**config.mk**
```make
export PLATFORM = sky130hd
export DESIGN_NAME = glitch_sequencer
export DESIGN_NICKNAME = d
export VERILOG_FILES = /design/src/rtl/glitch_sequencer.sv
export SDC_FILE = /design/constraint.sdc
export NUM_CORES = 1
export LEC_CHECK = 0
export CAP_MARGIN = 5
export CORE_ASPECT_RATIO = 0.8
export CORE_MARGIN = 4
export CORE_UTILIZATION = 57
export CTS_CLUSTER_SIZE = 12
export DETAILED_ROUTE_END_ITERATION = 8
export PLACE_DENSITY = 0.87
export SLEW_MARGIN = 15
export SYNTH_ARGS = -nofsm -noshare
export SYNTH_HDL_FRONTEND = slang
export SYNTH_SLANG_ARGS = --single-unit
```
**constraint.sdc**
```tcl
create_clock -name clk -period 9.8 [get_ports clk]
set_clock_uncertainty 0.05 [all_clocks]
set_input_delay 1.96 -clock clk [delete_from_list [all_inputs] [get_ports clk]]
set_output_delay 1.96 -clock clk [all_outputs]
set_load 0.02 [all_outputs]
```
**src/rtl/glitch_sequencer.sv**
```systemverilog
// Glitch campaign sequencer.
//
// Arms the edge detector, waits for its trigger, waits a programmable delay and
// then drives a glitch pulse of programmable width. Each delay value is tried
// cfg_repeats times, then the delay sweeps from cfg_delay_start up to
// cfg_delay_end in steps of cfg_delay_step.
//
// Optional feature macro: SEQ_TIMEOUT_EN adds a trigger-wait timeout that ends
// the campaign and sets timed_out_o. Without it, timed_out_o is tied low and
// cfg_timeout_i is unused.
//
// Ports:
//   clk, rst            clock, synchronous active-high reset
//   start_i, abort_i    begin a campaign (IDLE only) / stop it from any state
//   cfg_*_i             campaign configuration, latched on start
//   det_arm_o           arm to the edge detector
//   det_trigger_i       trigger from the edge detector
//   glitch_o            glitch drive
//   busy_o, done_o      campaign in progress / one-cycle end pulse
//   cur_delay_o         delay value in use
//   rep_cnt_o           attempt index within the current delay value
//   timed_out_o         sticky trigger-wait timeout flag
module glitch_sequencer #(
  parameter int unsigned DELAY_W   = 16,
  parameter int unsigned WIDTH_W   = 8,
  parameter int unsigned COUNT_W   = 8,
  parameter int unsigned TIMEOUT_W = 24
) (
  input  logic                 clk,
  input  logic                 rst,
  input  logic                 start_i,
  input  logic                 abort_i,
  input  logic [DELAY_W-1:0]   cfg_delay_start_i,
  input  logic [DELAY_W-1:0]   cfg_delay_step_i,
  input  logic [DELAY_W-1:0]   cfg_delay_end_i,
  input  logic [WIDTH_W-1:0]   cfg_width_i,
  input  logic [COUNT_W-1:0]   cfg_repeats_i,
  input  logic [TIMEOUT_W-1:0] cfg_timeout_i,
  output logic                 det_arm_o,
  input  logic                 det_trigger_i,
  output logic                 glitch_o,
  output logic                 busy_o,
  output logic                 done_o,
  output logic [DELAY_W-1:0]   cur_delay_o,
  output logic [COUNT_W-1:0]   rep_cnt_o,
  output logic                 timed_out_o
);

  typedef enum logic [2:0] {
    StIdle, StArm, StWaitTrig, StDelay, StPulse, StRelease, StNext, StFinish
  } state_e;

  state_e             state_q;
  logic               det_arm_q, glitch_q, busy_q, done_q;
  logic [DELAY_W-1:0] cur_delay_q, dcnt_q;
  logic [COUNT_W-1:0] rep_cnt_q;
  logic [WIDTH_W-1:0] wcnt_q;

  logic [DELAY_W-1:0] cfg_step_q, cfg_end_q;
  logic [WIDTH_W-1:0] cfg_width_q;
  logic [COUNT_W-1:0] cfg_repeats_q;

  logic [COUNT_W:0]   rep_inc;
  logic [COUNT_W-1:0] reps_eff;
  logic [DELAY_W:0]   delay_sum;
  logic [WIDTH_W-1:0] width_m1;

  assign rep_inc   = {1'b0, rep_cnt_q} + {{COUNT_W{1'b0}}, 1'b1};
  assign reps_eff  = (cfg_repeats_q == '0) ? COUNT_W'(1) : cfg_repeats_q;
  // One bit wider so a sweep near the top of the range cannot wrap.
  assign delay_sum = {1'b0, cur_delay_q} + {1'b0, cfg_step_q};
  // Width counter is loaded with width-1; a width of 0 behaves like 1.
  assign width_m1  = (cfg_width_q == '0) ? '0 : cfg_width_q - WIDTH_W'(1);

`ifdef SEQ_TIMEOUT_EN
  logic [TIMEOUT_W-1:0] cfg_timeout_q, to_cnt_q;
  logic                 timed_out_q;
  assign timed_out_o = timed_out_q;
`else
  logic unused_cfg_timeout;
  assign unused_cfg_timeout = ^cfg_timeout_i;
  assign timed_out_o = 1'b0;
`endif

  always_ff @(posedge clk) begin
    if (rst) begin
      state_q       <= StIdle;
      det_arm_q     <= 1'b0;
      glitch_q      <= 1'b0;
      busy_q        <= 1'b0;
      done_q        <= 1'b0;
      cur_delay_q   <= '0;
      dcnt_q        <= '0;
      rep_cnt_q     <= '0;
      wcnt_q        <= '0;
      cfg_step_q    <= '0;
      cfg_end_q     <= '0;
      cfg_width_q   <= '0;
      cfg_repeats_q <= '0;
`ifdef SEQ_TIMEOUT_EN
      cfg_timeout_q <= '0;
      to_cnt_q      <= '0;
      timed_out_q   <= 1'b0;
`endif
    end else if (abort_i && state_q != StIdle && state_q != StFinish) begin
      // Abort takes priority over any trigger or pulse-end in the same cycle.
      glitch_q  <= 1'b0;
      det_arm_q <= 1'b0;
      state_q   <= StFinish;
    end else begin
      case (state_q)
        StIdle: begin
          done_q <= 1'b0;
          if (start_i) begin
            cfg_step_q    <= cfg_delay_step_i;
            cfg_end_q     <= cfg_delay_end_i;
            cfg_width_q   <= cfg_width_i;
            cfg_repeats_q <= cfg_repeats_i;
`ifdef SEQ_TIMEOUT_EN
            cfg_timeout_q <= cfg_timeout_i;
            timed_out_q   <= 1'b0;
`endif
            cur_delay_q   <= cfg_delay_start_i;
            rep_cnt_q     <= '0;
            busy_q        <= 1'b1;
            state_q       <= StArm;
          end
        end
        StArm: begin
          det_arm_q <= 1'b1;
`ifdef SEQ_TIMEOUT_EN
          to_cnt_q  <= '0;
`endif
          state_q   <= StWaitTrig;
        end
        StWaitTrig: begin
          if (det_trigger_i) begin
            dcnt_q  <= cur_delay_q;
            // Zero delay goes straight to PULSE, which raises glitch one cycle later.
            state_q <= (cur_delay_q == '0) ? StPulse : StDelay;
          end
`ifdef SEQ_TIMEOUT_EN
          else if (cfg_timeout_q != '0 && (to_cnt_q + TIMEOUT_W'(1)) == cfg_timeout_q) begin
            timed_out_q <= 1'b1;
            det_arm_q   <= 1'b0;
            state_q     <= StFinish;
          end else begin
            to_cnt_q <= to_cnt_q + TIMEOUT_W'(1);
          end
`endif
        end
        StDelay: begin
          if (dcnt_q == '0) begin
            glitch_q <= 1'b1;
            wcnt_q   <= width_m1;
            state_q  <= StPulse;
          end else begin
            dcnt_q <= dcnt_q - DELAY_W'(1);
          end
        end
        StPulse: begin
          if (!glitch_q) begin
            glitch_q <= 1'b1;
            wcnt_q   <= width_m1;
          end else if (wcnt_q == '0) begin
            glitch_q  <= 1'b0;
            det_arm_q <= 1'b0;
            state_q   <= StRelease;
          end else begin
            wcnt_q <= wcnt_q - WIDTH_W'(1);
          end
        end
        StRelease: begin
          state_q <= StNext;
        end
        StNext: begin
          if (rep_inc < {1'b0, reps_eff}) begin
            rep_cnt_q <= rep_inc[COUNT_W-1:0];
            state_q   <= StArm;
          end else begin
            rep_cnt_q <= '0;
            if (cfg_step_q == '0 || delay_sum > {1'b0, cfg_end_q}) begin
              state_q <= StFinish;
            end else begin
              cur_delay_q <= delay_sum[DELAY_W-1:0];
              state_q     <= StArm;
            end
          end
        end
        StFinish: begin
          done_q    <= 1'b1;
          busy_q    <= 1'b0;
          det_arm_q <= 1'b0;
          glitch_q  <= 1'b0;
          state_q   <= StIdle;
        end
        default: state_q <= StIdle;
      endcase
    end
  end

  assign det_arm_o   = det_arm_q;
  assign glitch_o    = glitch_q;
  assign busy_o      = busy_q;
  assign done_o      = done_q;
  assign cur_delay_o = cur_delay_q;
  assign rep_cnt_o   = rep_cnt_q;

endmodule
```
==> run_results.csv, run 1 <==
group,metric,value,unit
sta,relSlewSlack,28.8,%
sta,fmax,206,MHz
sta,tightest_slew,1.07,ns
clock_network,cts_hold_buffers,0,
global_route,grt_pass1_vias,5684,
layout,drive_above_1_share,5.19,%
critical_path,timing.rr.end,"cur_delay_o[4]",
layout,fill_cells,895,
clock_network,clockBufferDepth,2,
logic_synthesis,synthArstFlopShare,0,%
floorplan,start_util,58.3,%
routing,wl_per_cell,16.0,um
sta,tns,0,ns
global_route,grt_pass1_wl,27300,um
clock_network,clkSlewWorstSetupHoldPaths,0.07,ns
logic_synthesis,synth_area_leader_cell,"dfxtp_1",
global_route,grt_max_degree,102,
global_route,gr-total-overflow,0,
sta,fin_crit_sh,49.6,%
critical_path,path_class,"flip-flop to flip-flop",
clock_network,h-tree-depth,3,
routing,num_vias,6285,
clock_network,ctsResizeCount,0,
logic_synthesis,ys_seq_elements,103,
critical_path,cp_max_fo,14,
layout,stdcell_area,7660,um2
layout,nets,1038,
run,maxCapViolations,0,
sta,hold_viol_final,0,
logic_synthesis,netlist_area,6330,um2
routing,drc,0,
routing,wl,16800,um
layout,area_growth,21.0,%
logic_synthesis,syn-instance-count,834,
floorplan,dieArea,12900,um2
floorplan,fp-row-count,34,
logic_synthesis,yosys_warnings,0,
sta,drv_slew,0,
clock_network,root_buffer,"clkbuf_16",
power,powerDensity,290,nW/um2
critical_path,r2r_cells,15,
logic_synthesis,synth_area_leaders,"dfxtp_1, nand2_1, ha_1",
run_status,status,"completed",
global_route,grt_usage,25.8,%
floorplan,dieWidth,126,um
layout,antennaDiodeCount,0,
critical_path,cp-start-kind,"flip-flop",
critical_path,rrSetupSlack,4.94,ns
clock_network,clock_latency,0.36,ns
logic_synthesis,synthMostInstantiatedCell,"nand2_1",
floorplan,die_h,102,um
critical_path,crit_path_start,"cur_delay_o[3]",
floorplan,core_area,10800,um2
logic_synthesis,synth_seq_area_share,32.6,%
placement,hpwl,12100,um
logic_synthesis,synth_common_cells,"nand2_1, dfxtp_1, a21oi_1",
clock_network,cts_tree,"done",
placement,port_buffers,96,
critical_path,reg2reg_from,"cur_delay_o[3]",
power,fin_total_pwr,0.00222,W
floorplan,design.portCount,122,
logic_synthesis,syn-num-nets,971,
clock_network,postCtsSetupBuffers,0,
routing,via_per_inst,5.99,
clock_network,clock-sinks,103,
sta,fin_crit,4.86,ns
critical_path,critPathCapture,"cur_delay_o[4]",
logic_synthesis,synth_ff_type,"dfxtp_1",
logic_synthesis,ys_types,71,
critical_path,worstPathArrival,5.08,ns
sta,grt_setup_unrepaired,"false",
placement,post_dp_cell_area,7320,um2
critical_path,cp.required,10.02,ns
clock_network,cts-buffers-inserted,9,
logic_synthesis,syn_area_per_cell,7.59,um2
sta,setup_violations,0,
power,vdd_ir_drop_max,0.173,mV
routing,drt-pass1-iter-count,6,
critical_path,critPathCaptureType,"flip-flop",
logic_synthesis,netlist.area_leader.share,32.6,%
routing,first_iter_violations,568,
routing,antenna_left,0,
placement,gp_congestion,0.967,
power,p_leak,2.89,nW
min_path,hold_path_class,"flip-flop to flip-flop",
global_route,antenna_found_initial,0,
logic_synthesis,synth-edff-count,0,
==> metal layers <==
| metal | share of wire [%] | vias to the layer above | global-route usage (%) |
|---|---|---|---|
| met5 | 0 | - | 0 |
| met4 | 1.8 | 0 | 7.67 |
| met3 | 6.8 | 31 | 5.07 |
| met2 | 44 | 193 | 40.6 |
| met1 | 47 | 2959 | 36.2 |
| li1 | - | 3102 | - |
==> worst max-delay path, stage by stage, from the launching register on <==
cell and delay [ns]:
dfxtp_1 0.40, ha_1 0.43, nand3_1 0.16, o2111ai_1 0.23, a31oi_1 0.16, o31ai_1 0.45, a21oi_1 0.16, xnor2_1 0.33
ha_1 0.32, nand3_1 0.15, nor2_1 0.06, a2111oi_0 0.37, o21ai_0 0.27, a211oi_2 0.83, nor3_1 0.12, a311oi_2 0.28
==> through the flow <==
stage	setup slack (ns)	hold slack (ns)	utilization [%]	cells
floorplan	5.96	0.386	-	834
global placement	5.10	0.393	67.5	1034
detailed placement	5.08	0.399	67.5	1034
CTS	5.07	0.409	70.6	1050
global route	4.49	0.427	70.6	1050
finish	4.94	0.406	70.6	1050
==> layout make-up <==
class | instances | area, um2 | share of cell area [%]
inverter | 37 | 139 | 1.81
multi-input combinational | 648 | 3940 | 51.5
clock buffer | 11 | 253 | 3.30
timing repair buffer | 102 | 1000 | 13.1
clock inverter | 5 | 78.8 | 1.03
sequential | 103 | 2060 | 26.9
tap | 144 | 180 | 2.35
==> flip-flops by register name, summed over array words and instances (netlist names) <==
signal	cells
busy_o	1
cfg_end_q	16
cfg_repeats_q	8
cfg_step_q	16
cfg_width_q	8
cur_delay_o	16
dcnt_q	16
det_arm_o	1
done_o	1
glitch_o	1
rep_cnt_o	8
state_q	3
wcnt_q	8
==> power by group <==
group	leakage, nW	internal, W	switching [W]	total [W]
combinational	1.89	0.000484	0.000678	0.00116
clock	0.166	0.000238	0.000161	0.000398
sequential	0.839	0.000515	0.000143	0.000658
==> cells by family (layout without fill, tap and decap cells) <==
group / after synthesis / after routing / synth area share, %
fa+ha+maj: 44 / 44 / 8.82
mux: 6 / 6 / 0.949
other cells: 1 / 1 / 0.0593
simple gates: 346 / 346 / 25.2
buf+inv: 83 / 155 / 5.26
xor+xnor: 22 / 22 / 3.05
flops: 103 / 103 / 32.6
compound gates: 229 / 229 / 24.1
==> placed cells by master, fill, tap and decap left out, types with 5 or more instances in the layout <==
cell type and count:
a211oi_1 9, a211oi_2 5, a21o_1 7, a21oi_1 78, a22oi_1 19, a311oi_1 9, a31oi_1 7, buf_4 6
clkbuf_16 9, clkdlybuf4s50_1 95, dfxtp_1 103, ha_1 43, inv_1 36, mux2i_1 6, nand2_1 170, nand2b_1 7
nand3_1 20, nor2_1 62, nor2b_1 5, nor3_1 25, nor4_1 12, o21a_1 5, o21ai_0 35, o21ai_1 5
o22ai_1 10, o31ai_1 6, or2_2 5, or3_1 6, xnor2_1 15, xor2_1 7
==> worst min-delay path by stage <==
stage,endpoint,start,slack [ns],cells after the start
final,cfg_end_q[8],cfg_end_q[8],0.41,2
after global routing,cfg_end_q[12],cfg_end_q[12],0.43,2
after CTS,cfg_end_q[13],cfg_end_q[13],0.41,2
after detailed placement,cfg_end_q[13],cfg_end_q[13],0.40,2
after global placement,cfg_end_q[11],cfg_end_q[11],0.39,2
after floorplan,cfg_end_q[10],cfg_end_q[10],0.39,2
No activity file was read; power rests on OpenSTA's default activity.
==> inputs of run 2 (changes only) <==
--- a/config.mk
+++ b/config.mk
@@ -8,10 +8,10 @@
 export CAP_MARGIN = 5
 export CORE_ASPECT_RATIO = 0.8
 export CORE_MARGIN = 4
-export CORE_UTILIZATION = 57
+export CORE_UTILIZATION = 53
 export CTS_CLUSTER_SIZE = 12
 export DETAILED_ROUTE_END_ITERATION = 8
-export PLACE_DENSITY = 0.87
+export PLACE_DENSITY = 0.81
 export SLEW_MARGIN = 15
 export SYNTH_ARGS = -nofsm -noshare
 export SYNTH_HDL_FRONTEND = slang
==> constraint.sdc (replaced) <==
create_clock -name clk -period 4.5 [get_ports clk]
set_clock_uncertainty 0.05 [all_clocks]
set_input_delay 0.9 -clock clk [delete_from_list [all_inputs] [get_ports clk]]
set_output_delay 0.9 -clock clk [all_outputs]
set_load 0.02 [all_outputs]
==> run_results.csv, run 2 (synthesis results as in run 1) <==
group,metric,value,unit
run_status,status,"completed",
global_route,grt_pass1_wl,27400,um
sta,setup_violations,0,
global_route,grt_pass1_vias,5599,
clock_network,root_buffer,"clkbuf_16",
critical_path,cp.required,4.69,ns
layout,fin_cells,1064,
floorplan,core_area,11600,um2
placement,dp.cells,1048,
global_route,gr-total-overflow,0,
sta,tightest_slew,0.921,ns
clock_network,postCtsSetupBuffers,0,
placement,place_ws,0.352,ns
routing,drt-pass1-iter-count,5,
run,maxCapViolations,0,
routing,antenna_left,0,
power,intPower,0.00261,W
power,vdd_ir_drop_max,0.392,mV
critical_path,path_class,"flip-flop to flip-flop",
clock_network,h-tree-depth,3,
placement,port_buffers,96,
sta,drv_slew,0,
layout,stdcell_area,7690,um2
floorplan,dieArea,13800,um2
layout,mostFrequentLayoutCells,"nand2_1, dfxtp_1, clkdlybuf4s50_1, a21oi_1, nor2_1",
power,powerDensity,618,nW/um2
placement,gp_congestion,0.921,
sta,fmax,239,MHz
sta,finalWorstSetupSlack,0.316,ns
power,p_clk_share,15.2,%
global_route,antenna_found_initial,0,
clock_network,clockBufferDepth,2,
critical_path,rrSetupSlack,0.32,ns
clock_network,ctsResizeCount,0,
clock_network,clock-sinks,103,
layout,antennaDiodeCount,0,
floorplan,design.portCount,122,
critical_path,worstPathArrival,4.38,ns
floorplan,die_h,106,um
critical_path,cpPeakStageDelay,0.44,ns
sta,grt_setup_unrepaired,"false",
power,seq_power_share,28.7,%
routing,first_iter_violations,623,
floorplan,start_util,54.5,%
layout,drive_above_1_share,6.11,%
critical_path,cp-start-kind,"flip-flop",
placement,post_dp_cell_area,7420,um2
sta,relSlewSlack,38.5,%
layout,area_growth,21.5,%
global_route,grt_usage,24.5,%
critical_path,cp_slowest_cell,"fa_1",
critical_path,reg2reg_from,"cur_delay_o[0]",
sta,hold_viol_final,0,
clock_network,clock_latency,0.35,ns
routing,wl_per_cell,15.8,um
critical_path,path_cells,"ha_1, fa_1, a211oi_2, o21ai_1, a311o_1, xor2_1, ha_1, a21oi_1, nor2_1, a2111oi_0, o21ai_1, a211o_2, a41oi_1, a21bo_1",
critical_path,critPathCapture,"cur_delay_o[13]",
clock_network,cts_tree,"done",
power,p_leak,2.91,nW
sta,tns,0,ns
clock_network,clkSlewWorstSetupHoldPaths,0.07,ns
floorplan,fp-row-count,35,
critical_path,critPathCaptureType,"flip-flop",
routing,drc,0,
critical_path,r2r_cells,14,
floorplan,dieWidth,130,um
min_path,hold_path_class,"flip-flop to flip-flop",
routing,num_vias,6209,
clock_network,cts_hold_buffers,0,
layout,nets,1048,
critical_path,timing.rr.end,"cur_delay_o[13]",
critical_path,cp_max_fo,6,
sta,fin_crit_sh,93.0,%
power,p_sw,0.00215,W
layout,layout_commonest_cell,"nand2_1",
critical_path,crit_path_start,"cur_delay_o[0]",
placement,hpwl,12400,um
clock_network,cts-buffers-inserted,9,
sta,fin_crit,4.18,ns
routing,via_per_inst,5.84,
global_route,grt_max_degree,58,
power,combPwrFrac,56.1,%
layout,finish.utilization,66.3,%
power,p_sw_share,45.1,%
routing,wl,16800,um
-- run 2: cell types whose count changed in the layout (fill, tap and decap cells not counted), sizes merged --
cell / before / now
clkinvlp: 0 / 2
bufinv: 2 / 0
buf: 7 / 17
-- run 2: routing by layer --
| layer | vias to the layer above | share of wire, % | global-route usage [%] |
|---|---|---|---|
| met4 | 0 | 1.8 | 6.45 |
| met3 | 27 | 6.7 | 5.07 |
| met5 | - | 0 | 0 |
| li1 | 3138 | - | - |
| met2 | 192 | 43 | 36.5 |
| met1 | 2852 | 48 | 35.7 |
-- run 2: worst max-delay path, delay by kind of cell (launching register included) --
kind / cells / cell delay (ns)
AOI/OAI and AO/OA: 9 / 2.36
xor gates and xnor gates: 1 / 0.30
adders and majority gates: 3 / 0.99
DFF: 1 / 0.34
and+or+nand+nor: 1 / 0.05
-- run 2: worst min-delay path by stage --
stage,from,endpoint,slack (ns),cells after the start
after global placement,cfg_end_q[11],cfg_end_q[11],0.39,2
after floorplan,cfg_end_q[10],cfg_end_q[10],0.39,2
final,cfg_end_q[6],cfg_end_q[6],0.40,2
after detailed placement,cfg_end_q[6],cfg_end_q[6],0.40,2
after global routing,cfg_end_q[4],cfg_end_q[4],0.42,2
after CTS,cfg_end_q[6],cfg_end_q[6],0.41,2
-- run 2: power by group through the flow --
| stage | sequential (W) | clock (W) | combinational (W) |
|---|---|---|---|
| global route | 0.00140 | 0.000771 | 0.00297 |
| CTS | 0.00136 | 0.000734 | 0.00264 |
| floorplan | 0.00137 | 0 | 0.00185 |
| finish | 0.00137 | 0.000721 | 0.00267 |
| detailed placement | 0.00138 | 0 | 0.00262 |
| global placement | 0.00137 | 0 | 0.00256 |
-- run 2: final cells by class --
class / count / area, um2
Clock buffer: 11 / 233
Clock inverter: 5 / 33.8
Fill cell: 992 / 3920
Inverter: 37 / 139
Multi-Input combinational cell: 648 / 3950
Sequential cell: 103 / 2060
Tap cell: 148 / 185
Timing Repair Buffer: 112 / 1090
-- run 2: metrics by stage --
step	total power, W	hold WS [ns]
after floorplan	0.00322	0.386
after global placement	0.00393	0.394
after detailed placement	0.00400	0.397
after CTS	0.00474	0.407
after global routing	0.00514	0.425
final	0.00475	0.404
